--- src/rtl/state_history_buffer_if.sv ---
// Controller-to-history-buffer bus: write port, clear and by-age read port.
// Carries no state of its own; timing is set by the buffer.
// No backpressure: writes and reads are accepted every cycle.
interface state_history_buffer_if #(
  parameter int WIDTH = 35,
  parameter int DEPTH = 8
);
  localparam int AW = $clog2(DEPTH);

  logic             clr;
  logic             wren;
  logic [WIDTH-1:0] din;
  logic             wr_acc;
  logic [WIDTH-1:0] dout;
  logic             rd_en;
  logic [AW-1:0]    rd_idx;
  logic             rd_valid;
  logic             rd_err;
  logic [WIDTH-1:0] rd_data;
  logic [AW:0]      count;
  logic             full;

  // Controller side: issues writes, clears and read queries.
  modport master (
    output clr, wren, din, rd_en, rd_idx,
    input  wr_acc, dout, rd_valid, rd_err, rd_data, count, full
  );

  // Buffer side.
  modport slave (
    input  clr, wren, din, rd_en, rd_idx,
    output wr_acc, dout, rd_valid, rd_err, rd_data, count, full
  );
endinterface

--- src/rtl/state_history_buffer.sv ---
// Circular history of the last DEPTH state words; newest word on dout, by-age reads.
// Latency: write visible on dout/count same edge, wr_acc and read results one cycle later.
// No backpressure: one write and one read per cycle, full buffer overwrites the oldest.
module state_history_buffer #(
  parameter int WIDTH       = 35,
  parameter int DEPTH       = 8,   // power of two, at least 2
  parameter bit CHANGE_ONLY = 1'b0
) (
  input logic                  clk,
  input logic                  arst,
  state_history_buffer_if.slave bus
);
  localparam int AW = $clog2(DEPTH);

  logic [WIDTH-1:0] mem [DEPTH];
  logic [AW-1:0]    wp;
  logic [AW:0]      cnt;
  logic             wr_acc_q;
  logic             rd_valid_q;
  logic             rd_err_q;
  logic [WIDTH-1:0] rd_data_q;

  logic [AW-1:0]    newest_ptr;
  logic [AW-1:0]    rd_ptr;
  logic             empty;
  logic             is_full;
  logic             dup;
  logic             accept;
  logic             in_range;

  // Pointer arithmetic relies on DEPTH being a power of two so AW-bit math wraps mod DEPTH.
  assign newest_ptr = wp - AW'(1);
  assign rd_ptr     = newest_ptr - bus.rd_idx;
  assign empty      = (cnt == '0);
  assign is_full    = (cnt == (AW+1)'(DEPTH));
  assign in_range   = ({1'b0, bus.rd_idx} < cnt);

  // In change-only mode a write repeating the newest entry is dropped; empty always accepts.
  assign dup    = CHANGE_ONLY && !empty && (bus.din == mem[newest_ptr]);
  assign accept = bus.wren && !bus.clr && !dup;

  // Storage array: no reset, entries beyond count are unreachable.
  always_ff @(posedge clk) begin
    if (accept) mem[wp] <= bus.din;
  end

  // Write pointer, saturating occupancy and the write-accepted pulse; clr beats wren.
  always_ff @(posedge clk or posedge arst) begin
    if (arst) begin
      wp       <= '0;
      cnt      <= '0;
      wr_acc_q <= 1'b0;
    end else if (bus.clr) begin
      wp       <= '0;
      cnt      <= '0;
      wr_acc_q <= 1'b0;
    end else begin
      wr_acc_q <= accept;
      if (accept) begin
        wp <= wp + AW'(1);
        if (!is_full) cnt <= cnt + (AW+1)'(1);
      end
    end
  end

  // Registered by-age read; resolves against pre-edge wp/count, so same-edge writes or clr are not seen.
  always_ff @(posedge clk or posedge arst) begin
    if (arst) begin
      rd_valid_q <= 1'b0;
      rd_err_q   <= 1'b0;
      rd_data_q  <= '0;
    end else if (bus.rd_en) begin
      rd_valid_q <= 1'b1;
      rd_err_q   <= !in_range;
      rd_data_q  <= in_range ? mem[rd_ptr] : '0;
    end else begin
      rd_valid_q <= 1'b0;
      rd_err_q   <= 1'b0;
    end
  end

  assign bus.dout     = empty ? '0 : mem[newest_ptr];
  assign bus.count    = cnt;
  assign bus.full     = is_full;
  assign bus.wr_acc   = wr_acc_q;
  assign bus.rd_valid = rd_valid_q;
  assign bus.rd_err   = rd_err_q;
  assign bus.rd_data  = rd_data_q;
endmodule

--- src/flat_wrapper.sv ---
// flat-port wrapper written by rule: the top's interface ports become plain ports
module state_history_buffer_flat 
#(
  parameter int WIDTH       = 35,
  parameter int DEPTH       = 8,                              
  parameter bit CHANGE_ONLY = 1'b0
)
  (clk, arst, bus_clr, bus_wren, bus_din, bus_rd_en, bus_rd_idx, bus_wr_acc, bus_dout, bus_rd_valid, bus_rd_err, bus_rd_data, bus_count, bus_full);
  state_history_buffer_if #(.WIDTH(WIDTH), .DEPTH(DEPTH)) bus_i ();
  input logic clk;
  input logic arst;
  input wire logic [$bits(bus_i.clr)-1:0] bus_clr;
  input wire logic [$bits(bus_i.wren)-1:0] bus_wren;
  input wire logic [$bits(bus_i.din)-1:0] bus_din;
  input wire logic [$bits(bus_i.rd_en)-1:0] bus_rd_en;
  input wire logic [$bits(bus_i.rd_idx)-1:0] bus_rd_idx;
  output wire logic [$bits(bus_i.wr_acc)-1:0] bus_wr_acc;
  output wire logic [$bits(bus_i.dout)-1:0] bus_dout;
  output wire logic [$bits(bus_i.rd_valid)-1:0] bus_rd_valid;
  output wire logic [$bits(bus_i.rd_err)-1:0] bus_rd_err;
  output wire logic [$bits(bus_i.rd_data)-1:0] bus_rd_data;
  output wire logic [$bits(bus_i.count)-1:0] bus_count;
  output wire logic [$bits(bus_i.full)-1:0] bus_full;
  assign bus_i.clr = bus_clr;
  assign bus_i.wren = bus_wren;
  assign bus_i.din = bus_din;
  assign bus_i.rd_en = bus_rd_en;
  assign bus_i.rd_idx = bus_rd_idx;
  assign bus_wr_acc = bus_i.wr_acc;
  assign bus_dout = bus_i.dout;
  assign bus_rd_valid = bus_i.rd_valid;
  assign bus_rd_err = bus_i.rd_err;
  assign bus_rd_data = bus_i.rd_data;
  assign bus_count = bus_i.count;
  assign bus_full = bus_i.full;
  state_history_buffer #(.WIDTH(WIDTH), .DEPTH(DEPTH), .CHANGE_ONLY(CHANGE_ONLY)) u_core (.clk(clk), .arst(arst), .bus(bus_i));
endmodule
--- config.mk ---
export PLATFORM = sky130hd
export DESIGN_NAME = state_history_buffer_flat
export DESIGN_NICKNAME = d
export VERILOG_FILES = /design/src/rtl/state_history_buffer_if.sv /design/src/rtl/state_history_buffer.sv /design/src/flat_wrapper.sv
export SDC_FILE = /design/constraint.sdc
export NUM_CORES = 1
export LEC_CHECK = 0
export ABC_AREA = 0
export BUFFER_PORTS_ARGS = -buffer_cell sky130_fd_sc_hd__clkbuf_2
export CAP_MARGIN = 20
export CELL_PAD_IN_SITES_DETAIL_PLACEMENT = 1
export CELL_PAD_IN_SITES_GLOBAL_PLACEMENT = 2
export CORE_MARGIN = 3
export CORE_UTILIZATION = 41
export DETAILED_ROUTE_END_ITERATION = 6
export PLACE_DENSITY = 0.84
export SYNTH_ARGS = -nofsm -noshare
export SYNTH_HDL_FRONTEND = slang
export SYNTH_SLANG_ARGS = --single-unit
--- constraint.sdc ---
create_clock -name clk -period 3.6 [get_ports clk]
set_input_delay 0.72 -clock clk [delete_from_list [all_inputs] [get_ports clk]]
set_output_delay 0.72 -clock clk [all_outputs]
set_load 0.01 [all_outputs]
# Word-level counts from Yosys, hierarchy flattened

Memories as Yosys holds them, arrays and structs flattened.
Index checks and enable logic that the tools add are counted.

Bits in latches: 0
Memory bits (read-only): 0
Bits in registers: 45
Input port bits: 43
Memory bits (writable): 280
Memories: 1
Word-level logic and storage cells: 32

Memory list:

| memory     | depth | width | rd ports | clocked after Yosys merged registers in | write ports | RTL line                   | source |
|---|---|---|---|---|---|---|---|
| u_core.mem | 8     | 35    | 2        | 0                                       | 1           | state_history_buffer.sv:15 | `logic [WIDTH-1:0] mem [DEPTH];` |

Mux-type cells: 12
Reductions and logical operators: 6
Shift operators: 0
Magnitude comparators: 1
Eq/ne operators: 2
Bitwise operators: 0
Divide/modulo/power cells: 0
Add/subtract/negate cells: 4
Multiply operators: 0

Operators with widths:

| operator                                                            | number |
|---|---|
| 35-bit two-way mux                                                  | 2 |
| 4-bit two-way mux                                                   | 3 |
| 3-bit two-way mux                                                   | 2 |
| 1-bit two-way mux                                                   | 5 |
| 4-bit by 1-bit adder with 4-bit output (second input constant)      | 1 |
| 4-bit == test (second input constant)                               | 1 |
| 4-bit zero test                                                     | 1 |
| 3-bit by 4-bit < comparator with 1-bit output                       | 1 |
| 3-bit by 1-bit adder with 3-bit output (second input constant)      | 1 |
| 3-bit by 1-bit subtractor with 3-bit output (second input constant) | 1 |
| 3-bit subtractor                                                    | 1 |
| 1-bit zero test                                                     | 2 |
| 2-bit != test (second input constant)                               | 1 |
| 2-bit AND reduction                                                 | 1 |
| 2-bit nonzero test                                                  | 1 |
| 1-bit logical AND                                                   | 1 |

# Longest topological paths before layout

Depth in word-level cells: 4
Gate-level depth with buffers: 10

# Worst setup path after synthesis

Ideal clock, no wire load.

Path type: input to register
Start: in bus_wren
End: mem u_core.mem[1][0], enable pin
Path buffers: 1
Library setup time: 0.471 ns
Data required time: 3.129 ns
Stages: 4
Path slack: -0.593 ns
Arrival: 3.722 ns
Cell sequence: clkbuf_1 -> nor2b_1 -> nand2_1 -> nor3_1

Longest elaborated chain between the ends: 3

Ends and longest elaborated chain:

| element                                 | RTL line                   | source |
|---|---|---|
| start: declaration                      | flat_wrapper.sv:13         | `input wire logic [$bits(bus_i.wren)-1:0] bus_wren;` |
| 1-bit logical AND                       | state_history_buffer.sv:40 | `assign accept = bus.wren && !bus.clr && !dup;` |
| 1-bit two-way mux                       | state_history_buffer.sv:44 | `if (accept) mem[wp] <= bus.din;` |
| 1-bit two-way mux (implied by the code) | state_history_buffer.sv:44 |  |
| end: declaration                        | state_history_buffer.sv:15 |  |

Every way passes these cells.

# Final worst setup path

Start: reg u_core.wp[1]
End: out bus_dout[18]

Longest elaborated chain between the ends: 3

Ends and longest elaborated chain:

| element                                     | RTL line                   | source |
|---|---|---|
| start: declaration                          | state_history_buffer.sv:16 | `logic [AW-1:0] wp;` |
| start signal: assignment                    | state_history_buffer.sv:60 | `wp <= wp + AW'(1);` |
| 3-bit by 1-bit subtractor with 3-bit output | state_history_buffer.sv:32 | `assign newest_ptr = wp - AW'(1);` |
| memory 8 x 35 bit                           | --                         |  |
| 35-bit two-way mux                          | state_history_buffer.sv:82 | `assign bus.dout = empty ? '0 : mem[newest_ptr];` |
| end: declaration                            | flat_wrapper.sv:18         | `output wire logic [$bits(bus_i.dout)-1:0] bus_dout;` |

Every way passes these cells.

==> summary.log <==
qor: status.outcome completed
qor: route.finalWirelength 38,400 µm
qor: worst_setup_path.timing_worst_setup_path_type register to output pin
qor: synthesis.synth_fp_nets 840
qor: floorplanning.row_count 68
qor: layout.drive_above_1_share 38.4%
qor: cts.cts_hold_buf 0
qor: cts.cts_sinks 325
qor: layout.flow.area_growth_from_synthesis 16.9%
qor: route.wl_per_cell 27.4 µm
qor: route.first_pass_iters 5
qor: power_and_ir_drop.worst_ir_drop_vdd 0.343 mV
qor: grt.global_route.overflow_total 0
qor: hold_path.worst_hold_path_type primary input to asynchronous set/reset pin
qor: route.post-route-drc-count 0
qor: layout.seqCellArea 9540 µm²
qor: route.avgViaCountPerCell 5.81
qor: floorplanning.initial_core_util 41.8%
qor: synthesis.synth-seq-cells 325
qor: synthesis.async_flop_share 13.8%
qor: sta.setup_repair_after_global_routing_missed_its_margin no
qor: sta.setup_slack 149 ps
qor: worst_setup_path.critPathRequiredTime 2880 ps
qor: power_and_ir_drop.power.share.combinational 20.8%
qor: grt.first_global_vias 8,915
qor: synthesis.ys_seq_area_share 65.8%
qor: worst_setup_path.peak_fanout_along_the_critical_path 15
qor: placement.pre_cts_ws 544 ps
qor: layout.final_area 16,900 µm²
qor: power_and_ir_drop.cellInternalPower 6.93 mW
qor: synthesis.syn_area 14,500 µm²
qor: grt.antenna_violations_before_repair 4
qor: power_and_ir_drop.share_of_total_power_consumed_by_net_switching 26.9%
qor: floorplanning.die_w 194 µm
qor: grt.globalRouteTotalUtil 20.3%
qor: floorplanning.die_area 37,700 µm²
qor: worst_setup_path.critPathArrivalTime 2730 ps
qor: worst_setup_path.endpoint_kind output pin
qor: cts.cts.htree.levels 1
qor: cts.clock_latency 560 ps
qor: route.drt.antenna.violating_nets 0
qor: sta.slew_headroom 39.9%
qor: sta.min_period_over_period 95.9%
qor: layout.area_of_the_multi_input_gates 4680 µm²
qor: layout.num-nets-final 975
qor: synthesis.netlist-cell-type-count 28
qor: route.drt_first_iter_violations 740
qor: power_and_ir_drop.power_per_cell_area 560 nW/µm²
qor: synthesis.synthesis.instances 789
qor: worst_setup_path.critPathLaunchType register
qor: synthesis.synth_edf_count 280
qor: floorplanning.placeableCoreArea 34,700 µm²
qor: power_and_ir_drop.clock_power_share 33.7%
qor: run.cap_viol_max_count 0
qor: power_and_ir_drop.p_seq_share 45.5%
qor: cts.cts_tree yes
qor: synthesis.dominantRegCellSynth sky130_fd_sc_hd__edfxtp_1
qor: cts.cts_buffers 31
qor: cts.cts.root.buffer_cell sky130_fd_sc_hd__clkbuf_16
qor: placement.placedInstanceArea 15,900 µm²
qor: sta.timing.final.setup_violations 0
qor: power_and_ir_drop.power.leakage 5.93 nW
qor: sta.fin_tns_setup 0 ps
qor: cts.cts_max_path_buffers 3
qor: sta.timing.hold.ws 343 ps
qor: floorplanning.die_height 194 µm
qor: synthesis.synth.yosys.warnings 0
qor: route.detailroute.via_count 8,153
qor: power_and_ir_drop.power.net_switching 2.55 mW
qor: floorplanning.design.portCount 121
qor: layout.finalCoreUtilization 48.8%
qor: cts.clkSlewWorstSetupHoldPaths 70 ps
qor: sta.fmax 290 MHz
qor: sta.finalHoldViolCount 0
qor: synthesis.syn_avg_cell_area 18.4 µm²
qor: placement.place_hpwl 22,800 µm
qor: placement.numPortBuffers 120
qor: grt.grt_first_pass_wirelength 57,800 µm
qor: layout.num-fill-cells 3,275
qor: sta.drv_slew 0
qor: placement.gpl.final_weighted_congestion 0.755
qor: sta.tightestPinTransition 900 ps
qor: grt.grt_max_degree 72
qor: sta.timing.final.crit_period 3450 ps
qor: sta.finalClockSkew 7.49 ps
[routing by layer]
layer  up-vias  global-route usage [%]  part of all wire, %
li1       3450                       -                    -
met1      4345                    27.2                   40
met2       292                    35.3                   52
met3        60                    2.99                  6.1
met4         6                    5.08                  2.2
met5         -                       0                0.099
[metrics by stage]
step	instances	total power, mW
after CTS	1399	9.58
after floorplan	789	5.66
after detailed placement	1342	6.36
after global routing	1403	9.89
after global placement	1342	6.31
final	1403	9.48
[layout by cell type (no fill, tap or decap), types with 2 or more instances in the layout]
cell / instances
sky130_fd_sc_hd__a21oi_1: 37
sky130_fd_sc_hd__buf_12: 7
sky130_fd_sc_hd__buf_4: 28
sky130_fd_sc_hd__bufinv_16: 2
sky130_fd_sc_hd__clkbuf_1: 6
sky130_fd_sc_hd__clkbuf_16: 31
sky130_fd_sc_hd__clkbuf_2: 120
sky130_fd_sc_hd__clkbuf_8: 4
sky130_fd_sc_hd__clkinv_2: 8
sky130_fd_sc_hd__clkinvlp_4: 3
sky130_fd_sc_hd__dfrtp_1: 44
sky130_fd_sc_hd__edfxtp_1: 280
sky130_fd_sc_hd__ha_1: 5
sky130_fd_sc_hd__ha_4: 2
sky130_fd_sc_hd__inv_1: 41
sky130_fd_sc_hd__mux2i_1: 36
sky130_fd_sc_hd__mux4_2: 140
sky130_fd_sc_hd__nand2_1: 77
sky130_fd_sc_hd__nand2b_1: 2
sky130_fd_sc_hd__nand3_1: 3
sky130_fd_sc_hd__nor2_1: 6
sky130_fd_sc_hd__nor2_4: 6
sky130_fd_sc_hd__nor3_4: 2
sky130_fd_sc_hd__o22ai_1: 35
sky130_fd_sc_hd__xnor2_1: 4
sky130_fd_sc_hd__xor2_1: 2
[final cells by class]
cell class	count	area share (%)
antenna	1	0.0148
clock buffer	41	5.04
clock inverter	15	0.798
inverter	42	0.930
multi-input combinational	367	27.6
sequential	325	56.3
tap	455	3.36
timing repair buffer	157	5.97
[cells by family (layout without fill, tap and decap cells)]
group	after synthesis	after routing	synth area share, %
AOI/OAI and AO/OA	74	74	2.87
xor gates and xnor gates	9	9	0.803
adders and majority gates	8	8	0.742
buffers and inverters	97	255	2.83
DFF	325	325	65.8
muxes	176	176	24.2
other	0	1	0
and+or+nand+nor	100	100	2.75
[final timing paths]
check / end / slack (ps) / startpoint / depth (start not counted)
min in group clk: u_core.mem[5][31]$_DFFE_PP_ / 440 / bus_din[31] / 1
max reg2reg: u_core.bus.rd_data[20]$_DFFE_PP0P_ / 470 / u_core.wp[1]$_DFFE_PP0P_ / 9
max: bus_dout[18] / 150 / u_core.wp[1]$_DFFE_PP0P_ / 7
min: u_core.bus.rd_data[5]$_DFFE_PP0P_ / 340 / arst / 2
min reg2reg: u_core.bus.rd_data[8]$_DFFE_PP0P_ / 530 / u_core.bus.rd_data[8]$_DFFE_PP0P_ / 2
max in group asynchronous: u_core.bus.rd_data[27]$_DFFE_PP0P_ / 2470 / arst / 3
[power by group through the flow]
stage / clock [mW] / combinational, mW / sequential [mW]
finish: 3.19 / 1.98 / 4.31
global route: 3.43 / 2.13 / 4.33
CTS: 3.26 / 2.00 / 4.32
detailed placement: 0 / 1.97 / 4.40
global placement: 0 / 1.93 / 4.39
floorplan: 0 / 1.27 / 4.39
[synthesized netlist by cell type, types with 3 or more instances]
master                     count  area (µm²)
sky130_fd_sc_hd__a21oi_1      37         185
sky130_fd_sc_hd__buf_2        16        80.1
sky130_fd_sc_hd__buf_6         3        33.8
sky130_fd_sc_hd__clkbuf_1     34         128
sky130_fd_sc_hd__dfrtp_1      45        1130
sky130_fd_sc_hd__edfxtp_1    280        8410
sky130_fd_sc_hd__ha_1          7        87.6
sky130_fd_sc_hd__inv_1        42         158
sky130_fd_sc_hd__mux2i_1      36         360
sky130_fd_sc_hd__mux4_2      140        3150
sky130_fd_sc_hd__nand2_1      77         289
sky130_fd_sc_hd__nand3_1       3        15.0
sky130_fd_sc_hd__nor2_1       12        45.0
sky130_fd_sc_hd__o22ai_1      35         219
sky130_fd_sc_hd__xnor2_1       5        43.8
[worst max-delay path, cell delays in order (launching register included)]
cell and delay, ps:
sky130_fd_sc_hd__dfrtp_1 530, sky130_fd_sc_hd__inv_1 160, sky130_fd_sc_hd__ha_4 220, sky130_fd_sc_hd__xor2_4 440, sky130_fd_sc_hd__buf_12 240, sky130_fd_sc_hd__nand2_1 70, sky130_fd_sc_hd__a21oi_1 310, sky130_fd_sc_hd__clkbuf_2 200
[what timing repair did]
action                                  CTS  global route
resized for setup                         1             0
setup buffers                             0             3
gates cloned                              1             0
pin swaps                                 0             1
endpoints found under the setup margin    5            15
[registers in the layout (all words and copies together) (netlist names)]
name and count:
u_core.bus.rd_err 1, u_core.wp 3, u_core.bus.rd_valid 1, u_core.mem 280
u_core.bus.rd_data 35, u_core.bus.wr_acc 1, u_core.bus.count 4
Power figures use the tool's default switching activity.
